[config.mk]
export PLATFORM = sky130hd
export DESIGN_NAME = crossbar_4x4_4bit
export DESIGN_NICKNAME = d
export VERILOG_FILES = /design/src/rtl/crossbar_4x4_4bit.sv
export SDC_FILE = /design/constraint.sdc
export NUM_CORES = 1
export LEC_CHECK = 0
export BUFFER_PORTS_ARGS = -buffer_cell sky130_fd_sc_hd__buf_4
export CAP_MARGIN = 20
export CELL_PAD_IN_SITES_DETAIL_PLACEMENT = 2
export CELL_PAD_IN_SITES_GLOBAL_PLACEMENT = 2
export CORE_AREA = 3 3 62 64
export DETAILED_ROUTE_END_ITERATION = 16
export DIE_AREA = 0 0 65 67
export GPL_TIMING_DRIVEN = 0
export PLACE_DENSITY_LB_ADDON = 0.05
export SLEW_MARGIN = 15
export SYNTH_ARGS = -nofsm -noshare
export SYNTH_HDL_FRONTEND = slang
export SYNTH_SLANG_ARGS = --single-unit
[constraint.sdc]
create_clock -name clk -period 0.8 [get_ports clk]
set_input_delay 0.04 -clock clk [delete_from_list [all_inputs] [get_ports clk]]
set_output_delay 0.04 -clock clk [all_outputs]
set_load 0.05 [all_outputs]
[src/rtl/crossbar_4x4_4bit.sv]
// Purpose: 4x4 lane crossbar from five 2x2 straight/cross cells in a Benes-style arrangement.
// Latency: one core clock; the routed lanes are captured into output registers.
// Backpressure: none; a new control word and new data are accepted on every clock.
module crossbar_4x4_4bit #(
    parameter int WIDTH = 4
) (
    input  logic             clk,
    input  logic             rst_n,
    input  logic [WIDTH-1:0] in1,
    input  logic [WIDTH-1:0] in2,
    input  logic [WIDTH-1:0] in3,
    input  logic [WIDTH-1:0] in4,
    input  logic [4:0]       control,
    output logic [WIDTH-1:0] out1,
    output logic [WIDTH-1:0] out2,
    output logic [WIDTH-1:0] out3,
    output logic [WIDTH-1:0] out4
);

    // Cell outputs, named <cell>_o1 / <cell>_o2.
    logic [WIDTH-1:0] s0_o1, s0_o2;
    logic [WIDTH-1:0] s1_o1, s1_o2;
    logic [WIDTH-1:0] s2_o1, s2_o2;
    logic [WIDTH-1:0] out1_d, out2_d, out3_d, out4_d;
    logic [WIDTH-1:0] out1_q, out2_q, out3_q, out4_q;

    // Input stage: S0 pairs lanes 1/2, S1 pairs lanes 3/4.
    always_comb begin
        s0_o1 = control[0] ? in2 : in1;
        s0_o2 = control[0] ? in1 : in2;
        s1_o1 = control[1] ? in4 : in3;
        s1_o2 = control[1] ? in3 : in4;
    end

    // Middle cell S2 exchanges between the upper and lower halves.
    always_comb begin
        s2_o1 = control[2] ? s1_o1 : s0_o2;
        s2_o2 = control[2] ? s0_o2 : s1_o1;
    end

    // Output stage: S3 drives lanes 1/2, S4 drives lanes 3/4.
    always_comb begin
        out1_d = control[3] ? s2_o1 : s0_o1;
        out2_d = control[3] ? s0_o1 : s2_o1;
        out3_d = control[4] ? s1_o2 : s2_o2;
        out4_d = control[4] ? s2_o2 : s1_o2;
    end

    // Capture routed lanes; reset clears them immediately, without waiting for a clock.
    always_ff @(posedge clk or negedge rst_n) begin
        if (!rst_n) begin
            out1_q <= '0;
            out2_q <= '0;
            out3_q <= '0;
            out4_q <= '0;
        end else begin
            out1_q <= out1_d;
            out2_q <= out2_d;
            out3_q <= out3_d;
            out4_q <= out4_d;
        end
    end

    assign out1 = out1_q;
    assign out2 = out2_q;
    assign out3 = out3_q;
    assign out4 = out4_q;

endmodule

==> impl_metrics.toml <==
[status]
status = "finished, violations left"
violations = "negative setup slack"

[yosys]
syn-mean-instance-area_um2 = 11.1
synth_seq_area_share_pct = 45.1
synth_cells = 80
syn_area_um2 = 887
synth_fp_nets = 103
ys_top_cells_by_area = "dfrtp_1 (45%), mux2i_1 (20%), o21a_1 (8.5%)"
ys.flop_type = "dfrtp_1"
post-synth-top-count-cell = "mux2i_1"
ys_ff_latch = 16
yosysWarningCount = 0
synth_top_area_share_pct = 45.1
synth_common_cells = "mux2i_1 (18), dfrtp_1 (16), nand2_1 (10), o21a_1 (10), a211oi_1 (6)"
synth_edf_count = 0
synth_top_cell_by_area = "dfrtp_1"
synth_cell_type_count = 14
synthArstFlopShare_pct = 100

[hold_path]
holdPathStages = 3
hold_path_end = "out4[1]"
hold_start = "in3[1]"
hold_path_class = "input port to register"

[final_layout]
final_area_um2 = 1280
final_util_pct = 38.5
nFillCells = 388
nets = 142
syn_to_final_growth_pct = 44.9
layout.cells.non_filler = 163
n_antenna_cell = 0
drive_above_1_share_pct = 39.3

[timing]
hold_violations = 0
fmax_mhz = 1150
slew-limit-headroom_pct = 73.7
period_minus_slack_ns = 0.868
worst_slack_ns = -0.0678
worst_pin_slew_ns = 0.395
rsz0062_at_grt = "yes"
fin_crit_sh_pct = 108
setup_viol = 16
timing.hold.ws_ns = 0.0476
tns_ns = -0.935
report.final.slew_viol_count = 0

[power]
worst_ir_drop_vdd_mv = 0.832
leakagePower_nw = 0.604
swShare_pct = 36.3
power_density_nw_per_um2 = 1750
net-switching-power_mw = 0.815
p_total_mw = 2.24
pwr-share-seq_pct = 41.5
p_int_mw = 1.43
pwr-share-clk_pct = 18.7
combPwrFrac_pct = 39.9

[routing]
viasPerCell = 4.65
drt-initial-drc-count = 16
post_drt_wl_per_cell_um = 13.6
antenna_left = 0
vias = 758
drc = 0
drt_wl_total_um = 2220
first_pass_iters = 2

[floorplanning]
core_um2 = 3340
start_util_pct = 26.6
dieArea_um2 = 4360
die_w_um = 65
die_h_um = 67
top_level_ports = 39
rows = 21

[placement]
post-place-cells = 159
post_dp_cell_area_um2 = 1190
gp_congestion = 0.673
io_buffers = 33
dpl_worst_slack_ns = -0.185
dp.final_hpwl_um = 1830

[cts]
cts_sinks = 16
clk_pin_slew_ns = 0.09
htree_levels = 1
numCtsBuffers = 3
cts_root_buffer = "clkbuf_4"
post_cts_buffers = 0
clockBufferDepth = 2
cts_tree = "done"

[critical_path]
cp_top_family = "flip-flops"
crit_required_ns = 0.76
arrival_ns = 0.83
critPathKind = "register to primary output"
cp-end-kind = "primary output"
critPathBufInv = 1
crit_chain = "buf_6"
worst_path_max_delay_cell = "dfrtp_1"
crit_start = "out3[2]"
max_stage_delay_ns = 0.39
crit_fanout = 1
start_kind = "register"

[grt]
grt_util_all_layers_pct = 12.0
grt_pass1_vias = 816
antenna_found_initial = 0
grt_max_degree = 17
grt_pass1_wl_um = 3730
grt_overflow = 0

[job]
maxCapViolCount = 0
[flip-flops by register name, indices dropped and copies added, names as in the netlist]
register / cells
out1: 4
out2: 4
out3: 4
out4: 4
[kinds of logic (layout without fill, tap and decap cells)]
kind of cell           Yosys count  count (layout)  synth area share (%)
buffers and inverters            8              45                  6.21
muxes                           21              21                  24.5
and+or+nand+nor                 13              13                  6.35
DFF                             16              16                  45.1
AOI/OAI and AO/OA               22              22                  17.8
[layer usage]
layer | global-route usage (%) | vias to the layer above | part of all wire, %
li1 | - | 361 | -
met1 | 12.2 | 372 | 37
met2 | 21.3 | 21 | 54
met3 | 3.71 | 4 | 6.9
met4 | 7.12 | 0 | 2.3
met5 | 0 | - | 0
[power by group through the flow]
stage	clock, mW	combinational (mW)	sequential, mW
after global placement	0	0.835	0.929
final	0.419	0.894	0.931
after CTS	0.440	0.910	0.931
after detailed placement	0	0.851	0.930
after global routing	0.502	0.956	0.941
after floorplan	0	0.250	1.24
[cells in the final DEF (no fill, tap or decap), drive strengths merged]
cell,n
mux2,3
o21a,10
nand2,10
buf,38
mux2i,18
nor2b,3
dlygate4sd3,1
dfrtp,16
a21oi,6
inv,2
clkbuf,4
a211oi,6
[worst max path at each step]
| stage | to | cells after the start |
|---|---|---|
| finish | out3[2] | 1 |
| global route | out1[2] | 1 |
| CTS | out3[2] | 1 |
| detailed placement | out1[3] | 3 |
| global placement | out1[3] | 5 |
| floorplan | out2[3] | 5 |
[cell type report]
| class | count | area (um^2) | share of cell area [%] |
|---|---|---|---|
| Clock buffer | 3 | 22.5 | 1.75 |
| Inverter | 2 | 7.51 | 0.584 |
| Sequential cell | 16 | 400 | 31.2 |
| Buffer | 6 | 47.5 | 3.70 |
| Multi-Input combinational cell | 56 | 432 | 33.6 |
| Timing Repair Buffer | 34 | 318 | 24.7 |
| Tap cell | 46 | 57.6 | 4.48 |
[timing repair]
item                                   4_1_cts  5_1_grt
endpoints found under the hold margin       16        0
hold buffers                                 1        0
gates resized for setup                     16        0
setup endpoints to repair                   16       16
No activity file was read; power rests on OpenSTA's default activity.
